==> config.mk <==
export PLATFORM = sky130hd
export DESIGN_NAME = player_move_sequencer
export DESIGN_NICKNAME = d
export VERILOG_FILES = /design/src/rtl/player_move_sequencer.sv
export SDC_FILE = /design/constraint.sdc
export NUM_CORES = 1
export LEC_CHECK = 0
export BUFFER_PORTS_ARGS = -buffer_cell sky130_fd_sc_hd__buf_4
export CAP_MARGIN = 10
export CORE_ASPECT_RATIO = 2
export CORE_MARGIN = 1.5
export CORE_UTILIZATION = 60
export CTS_CLUSTER_DIAMETER = 50
export DETAILED_ROUTE_END_ITERATION = 10
export GPL_TIMING_DRIVEN = 0
export PLACE_DENSITY_LB_ADDON = 0.25
export SLEW_MARGIN = 10
export SYNTH_ARGS = -nofsm -noshare
export SYNTH_HDL_FRONTEND = slang
export SYNTH_SLANG_ARGS = --single-unit
==> constraint.sdc <==
create_clock -name btnClk -period 4.68 [get_ports btnClk]
set_clock_uncertainty 0.15 [all_clocks]
set_input_delay 0.234 -clock btnClk [delete_from_list [all_inputs] [get_ports btnClk]]
set_output_delay 0.234 -clock btnClk [all_outputs]
set_load 0.02 [all_outputs]
==> src/rtl/player_move_sequencer.sv <==
// Player move sequencer: samples the buttons once per tick, proposes a one-step move,
// handshakes with the collision checker and either commits the move or pulses blocked.
module player_move_sequencer #(
  parameter int unsigned STEP         = 12,
  parameter int unsigned H_START      = 308,
  parameter int unsigned V_START      = 384,
  parameter int unsigned H_MIN        = 0,
  parameter int unsigned H_MAX        = 628,
  parameter int unsigned V_MIN        = 0,
  parameter int unsigned V_MAX        = 468,
  parameter int unsigned REPEAT_TICKS = 8,
  parameter int unsigned ACK_TIMEOUT  = 255
) (
  input  logic        btnClk,
  input  logic        rst,
  input  logic        tick,
  input  logic [3:0]  btns,
  input  logic        upEnable,
  input  logic        downEnable,
  input  logic        leftEnable,
  input  logic        rightEnable,
  output logic        chk_req,
  output logic [10:0] chk_hPos,
  output logic [10:0] chk_vPos,
  input  logic        chk_ack,
  input  logic        chk_clear,
  output logic [10:0] hPos,
  output logic [10:0] vPos,
  output logic [10:0] hOffset,
  output logic [10:0] vOffset,
  output logic        moving,
  output logic        blocked
);
  typedef enum logic [1:0] {IDLE, WAIT_ACK, COMMIT, HOLD} state_t;

  localparam logic [11:0] STEP12   = 12'(STEP);
  localparam logic [11:0] H_LOW12  = 12'(H_MIN + STEP);
  localparam logic [11:0] V_LOW12  = 12'(V_MIN + STEP);
  localparam logic [11:0] H_MAX12  = 12'(H_MAX);
  localparam logic [11:0] V_MAX12  = 12'(V_MAX);
  localparam logic [10:0] STEP11   = 11'(STEP);
  localparam logic [10:0] H_ORG11  = 11'(H_START);
  localparam logic [10:0] V_ORG11  = 11'(V_START);
  localparam logic [7:0]  ACK_LAST = 8'(ACK_TIMEOUT - 1);
  localparam logic [7:0]  REP_LAST = 8'(REPEAT_TICKS - 1);

  state_t      state, stateNext;
  logic [7:0]  ackCnt, repCnt;
  logic [11:0] hExt, vExt;
  logic [10:0] propH, propV;
  logic        dirOk;
  logic        startMove, launch, reject, ackPass, ackFail, ackTimeout;
  logic        holdTick, repeatDone;

  assign hExt = {1'b0, hPos};
  assign vExt = {1'b0, vPos};

  // Priority up > down > left > right; bounds compared in 12 bits so +STEP cannot wrap.
  always_comb begin
    dirOk = 1'b0;
    propH = hPos;
    propV = vPos;
    if (btns[0]) begin
      dirOk = upEnable && (vExt >= V_LOW12);
      propV = vPos - STEP11;
    end else if (btns[1]) begin
      dirOk = downEnable && (vExt + STEP12 <= V_MAX12);
      propV = vPos + STEP11;
    end else if (btns[2]) begin
      dirOk = leftEnable && (hExt >= H_LOW12);
      propH = hPos - STEP11;
    end else if (btns[3]) begin
      dirOk = rightEnable && (hExt + STEP12 <= H_MAX12);
      propH = hPos + STEP11;
    end
  end

  always_ff @(posedge btnClk or negedge rst) begin
    if (!rst) state <= IDLE;
    else      state <= stateNext;
  end

  always_comb begin
    stateNext = state;
    unique case (state)
      IDLE:     if (launch) stateNext = WAIT_ACK;
                else if (reject) stateNext = HOLD;
      WAIT_ACK: if (ackPass) stateNext = COMMIT;
                else if (ackFail || ackTimeout) stateNext = HOLD;
      COMMIT:   stateNext = HOLD;
      HOLD:     if (btns == '0 || repeatDone) stateNext = IDLE;
      default:  stateNext = IDLE;
    endcase
  end

  always_comb begin
    startMove  = (state == IDLE) && tick && (btns != '0);
    launch     = startMove && dirOk;
    reject     = startMove && !dirOk;
    ackPass    = (state == WAIT_ACK) && chk_ack && chk_clear;
    ackFail    = (state == WAIT_ACK) && chk_ack && !chk_clear;
    ackTimeout = (state == WAIT_ACK) && !chk_ack && (ackCnt == ACK_LAST);
    holdTick   = (state == HOLD) && (btns != '0) && tick;
    repeatDone = holdTick && (repCnt == REP_LAST);
    chk_req    = (state == WAIT_ACK);
    moving     = (state == COMMIT);
  end

  always_ff @(posedge btnClk or negedge rst) begin
    if (!rst) begin
      hPos     <= H_ORG11;
      vPos     <= V_ORG11;
      hOffset  <= '0;
      vOffset  <= '0;
      chk_hPos <= H_ORG11;
      chk_vPos <= V_ORG11;
      blocked  <= 1'b0;
      ackCnt   <= '0;
      repCnt   <= '0;
    end else begin
      blocked <= reject || ackFail || ackTimeout;
      if (launch) begin
        chk_hPos <= propH;
        chk_vPos <= propV;
      end
      if (state == WAIT_ACK) ackCnt <= ackCnt + 8'd1;
      else                   ackCnt <= '0;
      if (ackPass) begin
        hPos    <= chk_hPos;
        vPos    <= chk_vPos;
        hOffset <= chk_hPos - H_ORG11;
        vOffset <= chk_vPos - V_ORG11;
      end
      if (state != HOLD || btns == '0 || repeatDone) repCnt <= '0;
      else if (tick)                               repCnt <= repCnt + 8'd1;
    end
  end
endmodule

==> metrics.txt, run 1 <==
outcome completed; count of endpoints failing hold in the final timing report 0; setup slack after placement 1.30 ns; total cell area at the placement stage 5130 sq um; via count of the first global-routing pass 3515; GRT overflow 0; Worst Setup Start Kind register; Endpoint, Worst Hold repCnt[0]$_DFFE_PN0P_; Post-Syn Area 4420 sq um; max-cap check violation count 0; Std-Cell Rows 44; category of the worst setup path capture point register; type of the worst setup path register to register; Final GP Congestion 0.895; Period minus WS final 3.43 ns; Clock Tree Buf Depth 2; smallest setup slack after layout 1.25 ns; nets 545; number of clock buffers inserted by TritonCTS 9; number of pins with negative max-slew slack in the final report 0; ports placed on the boundary 82; cell at the root of the clock tree clkbuf_16; Net Sw Power 1.43 mW; number of port buffers 80; end of the worst register-to-register path chk_hPos[0]$_DFFE_PN0N_; per-cell routed wire length 16.4 microns; First-pass DRT Iterations 5; wirelength, routed 10.0 mm; post-synth net total 453; number of synthesized flops with an enable pin 0; final std cell area, no fill 5430 sq um; Int Power 2.08 mW; RSZ-0062 raised after global routing false; overall power consumption 3.51 mW; total die area 7910 sq um; clock sink total 76; largest net degree at the start of global routing 77; post-synthesis area per instance 10.4 sq um; half-perimeter wire length after placement 7.32 mm; slowest CP cell dfstp_2; ANT cells 0; classification of the worst-slack hold path input port to register; VDD IR-drop max 394 uV; Synth Instances 423; Tightest Pin Transition 0.952 ns; Most used DFF post-synth dfrtp_1; wire length of the first global-routing pass 16.5 mm; post-synthesis cell type count 59; r2r worst-path depth 9; Hold Startpoint tick; register-to-register setup slack 1.25 ns; iteration-0 DRC count of the detailed router 222; part of the power in registers 32.6%; sum of buffers and inverters on the critical path 2; ratio of cells with drive above 1 in the final layout 33.3%; CORE AREA 7210 sq um; total routing resource utilization after global routing 26.7%; Util after Layout 75.3%; family of cells with the greatest summed delay on the critical path compound AO/OA/AOI/OAI gates; Post-Route Setup TNS 0 ns; relative max-transition margin 36.5%; combinational group share of total power 48.5%; Seq/Total Area, Yosys 43.4%; Yosys reg bits 76; clock-pin slew on the worst setup and hold paths 0.06 ns; Vias per Instance 5.75; Switching Share 40.7%; Async SR Flop Fraction 100%; arrival time reported for the critical path endpoint 3.50 ns; chip height 124 microns; yosys warns 0; die span in x 63.7 microns; power density over the cells 646 nW/um^2; effective utilization at floorplan 61.2%; CTS tree built; CTS HTree Levels 3; count of final setup violators 0; data required time of the critical path 4.75 ns; DRT antenna net count 0; CP max FO 10; Worst path max stage delay 0.63 ns; number of design rule violations left after detail routing 0; series of cell instances along the critical path inv_1 -> ha_1 -> nand3b_1 -> or4b_1 -> a31oi_1 -> o21ai_2 -> a221oi_4 -> buf_6 -> mux2_1; Pleak 2.56 nW; FF-to-FF Start hPos[2]$_DFFE_PN1P_; fraction of power consumed by the clock network 19.0%; Area Growth Syn to Fin 23.0%; Final period util 73.3%; Fmax 292 MHz; antenna violations before repair 0; Cells on Worst Hold Path 3; Skew-Pair Late Insertion Delay 0.34 ns; Via Count 3521
## per-layer routing
metal	vias up	GRT usage, %	wire length, microns
li1	1665	-	-
met1	1707	29.0	3620
met2	115	48.2	5610
met3	34	5.60	453
met4	0	12.3	356
met5	-	0	0
## stage by stage
| step | hold slack [ns] | instances |
|---|---|---|
| final | 0.0556 | 612 |
| after global routing | 0.0688 | 612 |
| after CTS | 0.0489 | 612 |
| after detailed placement | 0.281 | 595 |
| after global placement | 0.276 | 595 |
| after floorplan | -0.212 | 423 |
## repair_timing
| action | CTS | global route |
|---|---|---|
| hold endpoints to repair | 64 | 0 |
| hold buffers | 1 | 0 |
| resized for setup | 0 | 0 |
| setup buffers | 0 | 0 |
| endpoints found under the setup margin | 0 | 0 |
## power groups by stage
stage,logic (mW),clock network (mW),registers [mW]
6_report,1.70,0.665,1.14
4_1_cts,1.70,0.673,1.14
3_5_place_dp,1.68,0,1.15
3_3_place_gp,1.64,0,1.14
5_1_grt,1.84,0.698,1.18
2_1_floorplan,0.920,0,1.33
## kinds of logic (layout without fill, tap and decap cells)
group	count (synthesis)	in the layout	share of synthesized area, %
and+or+nand+nor	121	121	14.0
AOI/OAI and AO/OA	77	77	12.0
DFF	76	76	43.4
buffers and inverters	47	144	5.72
muxes	45	45	12.2
xor gates and xnor gates	40	40	7.93
adders and majority gates	17	17	4.82
## cell type report
cell class / instances / area, sq um
repair buffers: 81 / 611
clock inverters: 3 / 20.0
inverters: 14 / 52.6
flip-flops and latches: 76 / 1920
plain buffers: 33 / 200
fillers: 544 / 1780
well taps: 92 / 115
multi-input cells: 300 / 2250
clock buffers: 13 / 270
## flip-flops by register name (all words and copies together) (netlist names)
signal    flops
blocked       1
repCnt        8
chk_vPos     11
ackCnt        8
vPos         11
hOffset       9
state         2
hPos         11
chk_hPos     11
vOffset       4
## how the worst max path moves through the flow
stage | startpoint | end | slack, ns | cells past startpoint
CTS | hPos[2]$_DFFE_PN1P_ | chk_hPos[0]$_DFFE_PN0N_ | 1.25 | 9
finish | hPos[2]$_DFFE_PN1P_ | chk_hPos[0]$_DFFE_PN0N_ | 1.25 | 9
detailed placement | hPos[2]$_DFFE_PN1P_ | chk_hPos[0]$_DFFE_PN0N_ | 1.30 | 9
global route | hPos[3]$_DFFE_PN0P_ | chk_hPos[0]$_DFFE_PN0N_ | 1.10 | 10
floorplan | hPos[2]$_DFFE_PN1P_ | chk_vPos[0]$_DFFE_PN0N_ | 1.53 | 9
global placement | hPos[2]$_DFFE_PN1P_ | chk_hPos[1]$_DFFE_PN0N_ | 1.37 | 9
## cell usage in the layout (no fill, tap or decap), types with 3 or more instances in the layout
master,n
a21oi_1,12
a31oi_1,5
and2_1,7
buf_2,4
buf_4,95
clkbuf_1,13
clkbuf_16,9
clkbuf_8,3
dfrtp_1,64
dfstp_2,12
ha_1,17
inv_1,14
mux2_1,6
mux2_2,23
mux2_4,10
mux2i_1,6
nand2_1,36
nand2b_1,4
nand3_1,7
nand3b_1,4
nand4_1,5
nor2_1,23
nor2b_1,5
nor3_1,11
o21ai_0,28
o31ai_1,3
or3_1,5
xnor2_1,25
xor2_1,15
## cell usage after synthesis, drive strengths merged (2+ instances only)
cell type	number	area, sq um
o32ai	2	17.5
and2	7	43.8
nor3	11	55.1
ha	17	213
o21ai	30	158
dfstp	12	315
nand2	36	135
dfrtp	64	1600
a21bo	2	20.0
nor2b	6	40.0
xnor2	25	219
xor2	15	131
nor2	23	86.3
nand3	7	35.0
o22ai	2	12.5
o41ai	3	33.8
a31o	2	17.5
o31ai	3	22.5
nand3b	4	30.0
clkbuf	12	45.0
and3	2	12.5
or3	5	31.3
mux2	39	477
a21oi	12	60.1
o221ai	2	17.5
mux2i	6	60.1
o2111ai	2	17.5
or2	3	18.8
nand4b	2	17.5
a31oi	5	31.3
inv	14	52.6
nand4	6	43.8
or4b	2	20.0
buf	21	155
nand2b	4	25.0
## worst register-to-register path: cells and delay by family, from the launching register on
kind | cells | cell delay, ns
simple gates | 2 | 0.77
fa+ha+maj | 1 | 0.28
compound gates | 3 | 0.78
buf+inv | 2 | 0.36
mux | 1 | 0.34
flops | 1 | 0.63
Power figures use the tool's default switching activity.
==> inputs of run 2 (changes only) <==
Settings changed: CORE_UTILIZATION 60 to 56.
Clock period 4.68 ns to 3.49 ns, I/O delays scaled along.
==> metrics.txt, run 2 (synthesized netlist as in run 1, its figures left out) <==
metal2 WL 5.68 mm; per-cell routed wire length 16.5 microns; chip height 129 microns; FF-to-FF Start hPos[2]$_DFFE_PN1P_; Final period util 94.0%; arrival time reported for the critical path endpoint 3.35 ns; count of final setup violators 0; routed length on met3 393 microns; Skew-Pair Late Insertion Delay 0.34 ns; largest net degree at the start of global routing 77; number of design rule violations left after detail routing 0; sum of buffers and inverters on the critical path 2; RSZ-0062 raised after global routing false; slowest CP cell dfstp_2; antenna violations before repair 0; number of port buffers 80; Std-Cell Rows 45; r2r worst-path depth 9; Period minus WS final 3.28 ns; number of clock buffers inserted by TritonCTS 9; via count of the first global-routing pass 3318; Crit. path cell count 9; die span in x 65.8 microns; total routing resource utilization after global routing 25.2%; clock-pin slew on the worst setup and hold paths 0.06 ns; type of the worst setup path register to register; Tightest Pin Transition 1.07 ns; max layer used met4; total die area 8460 sq um; most used cells in the layout excluding fill and tap cells buf_4 (101), dfrtp_1 (64), nand2_1 (36), o21ai_0 (28), xnor2_1 (25); Fmax 305 MHz; relative max-transition margin 28.0%; Via Count 3484; VDD IR-drop max 540 uV; register-to-register setup slack 0.21 ns; cell at the root of the clock tree clkbuf_16; GRT overflow 0; ports placed on the boundary 82; DRT antenna net count 0; Worst Setup Start Kind register; leading cell type in the layout, fill and taps excluded buf_4; max-cap check violation count 0; effective utilization at floorplan 58.1%; overall power consumption 4.82 mW; Vias per Instance 5.61; outcome completed; family of cells with the greatest summed delay on the critical path simple AND/OR/NAND/NOR gates; power density over the cells 874 nW/um^2; Pleak 2.61 nW; classification of the worst-slack hold path input port to register; wire length of the first global-routing pass 16.1 mm; CORE AREA 7600 sq um; First-pass DRT Iterations 4; series of cell instances along the critical path inv_1 -> ha_1 -> nand3b_1 -> or4b_1 -> a31oi_1 -> o21ai_2 -> a221oi_4 -> buf_6 -> mux2_4; iteration-0 DRC count of the detailed router 210; number of pins with negative max-slew slack in the final report 0; ratio of cells with drive above 1 in the final layout 33.8%; Worst path max stage delay 0.61 ns; CTS HTree Levels 3; Post-Route Setup TNS 0 ns; CP max FO 10; clock sink total 76; data required time of the critical path 3.56 ns; half-perimeter wire length after placement 7.31 mm; count of endpoints failing hold in the final timing report 0; CTS tree built; nets 552; Critical path destination chk_vPos[1]$_DFFE_PN0N_; Final GP Congestion 0.892; cells resized by post-CTS repair 0; Clock Tree Buf Depth 2; ANT cells 0; length of routed wiring on met1 3.89 mm; wirelength, routed 10.2 mm; end of the worst register-to-register path chk_vPos[1]$_DFFE_PN0N_; worst setup path start hPos[2]$_DFFE_PN1P_; Area Growth Syn to Fin 24.8%; category of the worst setup path capture point register
-- run 2: cell count changes in the layout (fill, tap and decap cells not counted) --
| cell | previous run | this run |
|---|---|---|
| buf_4 | 95 | 101 |
| bufinv_16 | 0 | 2 |
| clkbuf_1 | 13 | 14 |
| clkbuf_8 | 3 | 0 |
| clkinv_2 | 1 | 2 |
| clkinvlp_4 | 2 | 1 |
| dlygate4sd3_1 | 1 | 2 |
-- run 2: through the flow --
| step | hold slack [ns] | cells | setup slack, ns | instance area, sq um | utilization [%] |
|---|---|---|---|---|---|
| 6_report | 0.0477 | 621 | 0.210 | 5510 | 72.5 |
| 5_1_grt | 0.0827 | 621 | 0.0452 | 5510 | 72.5 |
| 3_3_place_gp | 0.215 | 597 | 0.161 | 5130 | 67.5 |
| 2_1_floorplan | -0.271 | 423 | 0.338 | 4420 | - |
| 3_5_place_dp | 0.232 | 597 | 0.0861 | 5130 | 67.5 |
| 4_1_cts | 0.0473 | 615 | 0.0724 | 5460 | 71.9 |
-- run 2: worst min-delay path, cell delays in order --
cell and delay [ns]:
buf_4 0.08, mux2i_1 0.05, nand2_1 0.10, o31ai_1 0.08
-- run 2: area by class of cell --
type                    count  area (sq um)
multi-input cells         300          2250
fillers                   624          2090
flip-flops and latches     76          1920
repair buffers             88           666
clock buffers              11           233
plain buffers              33           200
well taps                  94           118
clock inverters             5          77.6
inverters                  14          52.6
-- run 2: timing repair --
action | 4_1_cts | 5_1_grt
setup buffers | 0 | 6
endpoints found under the setup margin | 0 | 16
hold buffers | 2 | 0
endpoints found under the hold margin | 65 | 0
-- run 2: how the worst min path moves through the flow --
stage	startpoint	end	slack (ns)	depth (start not counted)
after floorplan	rst	ackCnt[0]$_DFF_PN0_	-0.27	0
after global placement	rst	vPos[5]$_DFFE_PN0P_	0.21	1
after detailed placement	rst	vPos[4]$_DFFE_PN0P_	0.23	1
after CTS	chk_clear	blocked$_DFF_PN0_	0.05	4
after global routing	chk_clear	blocked$_DFF_PN0_	0.08	4
final	chk_clear	blocked$_DFF_PN0_	0.05	4
-- run 2: report_power, final --
group,internal [mW],switching (mW)
combinational,1.07,1.25
clock,0.623,0.347
sequential,1.20,0.317
-- run 2: routing by layer --
metal / track usage [%] / up-vias
met1: 28.4 / 1712
met3: 3.50 / 22
met5: 0 / -
met2: 45.7 / 89
met4: 11.8 / 0
li1: - / 1661
==> inputs of run 3 (changes only) <==
Settings changed: REMOVE_ABC_BUFFERS set to 1, TNS_END_PERCENT set to 5.
==> metrics.txt, run 3 (synthesized netlist as in run 1, its figures left out) <==
ANT cells 0; Area Growth Syn to Fin 20.3%; arrival time reported for the critical path endpoint 3.42 ns; end of the worst register-to-register path chk_vPos[4]$_DFFE_PN0N_; Critical path destination chk_vPos[4]$_DFFE_PN0N_; wirelength, routed 9.36 mm; outcome completed; Fmax 299 MHz; clock sink total 76; number of clock buffers inserted by TritonCTS 9; Via Count 3307; Placed Cells 567; GRT overflow 0; total die area 8460 sq um; leading cell type in the layout, fill and taps excluded buf_4; via count of the first global-routing pass 3339; wire length of the first global-routing pass 15.4 mm; worst setup path start hPos[2]$_DFFE_PN1P_; antenna violations before repair 0; multi-input combinational cell area 2250 sq um; DRT antenna net count 0; Crit. path cell count 9; total cell area at the placement stage 4990 sq um; CTS tree built; footprint of the flip-flops and latches 1920 sq um; count of endpoints failing hold in the final timing report 0; slowest CP cell dfstp_2; category of the worst setup path capture point register; Clock Tree Buf Depth 2; Final GP Congestion 0.895; power density over the cells 862 nW/um^2; VDD IR-drop max 489 uV; Util after Layout 69.9%; half-perimeter wire length after placement 6.75 mm; count of final setup violators 0; r2r worst-path depth 9; die span in x 65.8 microns; overall power consumption 4.58 mW; final std cell area, no fill 5310 sq um; family of cells with the greatest summed delay on the critical path compound AO/OA/AOI/OAI gates; FF-to-FF Start hPos[2]$_DFFE_PN1P_; Vias per Instance 5.63; nets 518; number of port buffers 81; chip height 129 microns; Tightest Pin Transition 0.959 ns; Hold Startpoint chk_clear; classification of the worst-slack hold path input port to register; max-cap check violation count 0; iteration-0 DRC count of the detailed router 169; count of filler cells inserted in the layout 605; CTS HTree Levels 3; register-to-register setup slack 0.14 ns; setup slack after placement -0.288 ns; series of cell instances along the critical path inv_1 -> ha_1 -> nand3b_1 -> or4b_1 -> a31oi_1 -> o21ai_2 -> a221oi_4 -> buf_4 -> mux2_4; Skew-Pair Late Insertion Delay 0.34 ns; number of pins with negative max-slew slack in the final report 0; Worst path max stage delay 0.64 ns; total routing resource utilization after global routing 23.7%; Worst Setup Start Kind register; most used cells in the layout excluding fill and tap cells buf_4 (83), dfrtp_1 (64), nand2_1 (36), o21ai_0 (28), xnor2_1 (25); ratio of cells with drive above 1 in the final layout 31.6%; per-cell routed wire length 15.9 microns; type of the worst setup path register to register; Post-Route Setup TNS 0 ns; Pleak 2.48 nW; Final period util 95.9%; Std-Cell Rows 45; ports placed on the boundary 82; Period minus WS final 3.35 ns; sum of buffers and inverters on the critical path 2; effective utilization at floorplan 58.1%; data required time of the critical path 3.56 ns; largest net degree at the start of global routing 77; tightest hold margin 0.0196 ns; relative max-transition margin 36.0%; smallest setup slack after layout 0.144 ns; RSZ-0062 raised after global routing false; clock-pin slew on the worst setup and hold paths 0.05 ns; cell at the root of the clock tree clkbuf_16; First-pass DRT Iterations 5; cells resized by post-CTS repair 0; CP max FO 9; CORE AREA 7600 sq um; number of design rule violations left after detail routing 0; non-filler instance count after layout 587
run 3: timing repair:
item | CTS | global route
endpoints found under the hold margin | 65 | 0
endpoints found under the setup margin | 22 | 0
buffers inserted | 2 | 0
hold buffers | 2 | 0
run 3: final cells by class:
type	count	share of cell area [%]
Clock buffer	15	5.23
Sequential cell	76	36.1
Multi-Input combinational cell	300	42.4
Timing Repair Buffer	87	13.0
Clock inverter	1	0.0942
Inverter	14	0.989
Tap cell	94	2.21
run 3: worst min-delay path by stage:
stage	to	cells after the start
2_1_floorplan	ackCnt[0]$_DFF_PN0_	0
3_3_place_gp	vOffset[7]$_DFFE_PN0P_	1
3_5_place_dp	vOffset[7]$_DFFE_PN0P_	1
4_1_cts	blocked$_DFF_PN0_	4
5_1_grt	blocked$_DFF_PN0_	4
6_report	blocked$_DFF_PN0_	4
run 3: worst min-delay path, stage by stage:
cell and delay, ns:
buf_4 0.09, mux2i_1 0.06, nand2_1 0.07, o31ai_1 0.06
run 3: layer usage:
layer / part of all wire (%) / track usage, % / wire, microns / vias up
met5: 0 / 0 / 0 / -
met3: 3.8 / 4.63 / 360 / 21
met4: 3.5 / 13.1 / 324 / 0
li1: - / - / - / 1605
met1: 38 / 26.0 / 3550 / 1590
met2: 55 / 41.8 / 5130 / 91
run 3: where the power goes:
part	switching (mW)	internal (mW)
Clock	0.327	0.538
Sequential	0.415	1.20
Combinational	1.10	0.996
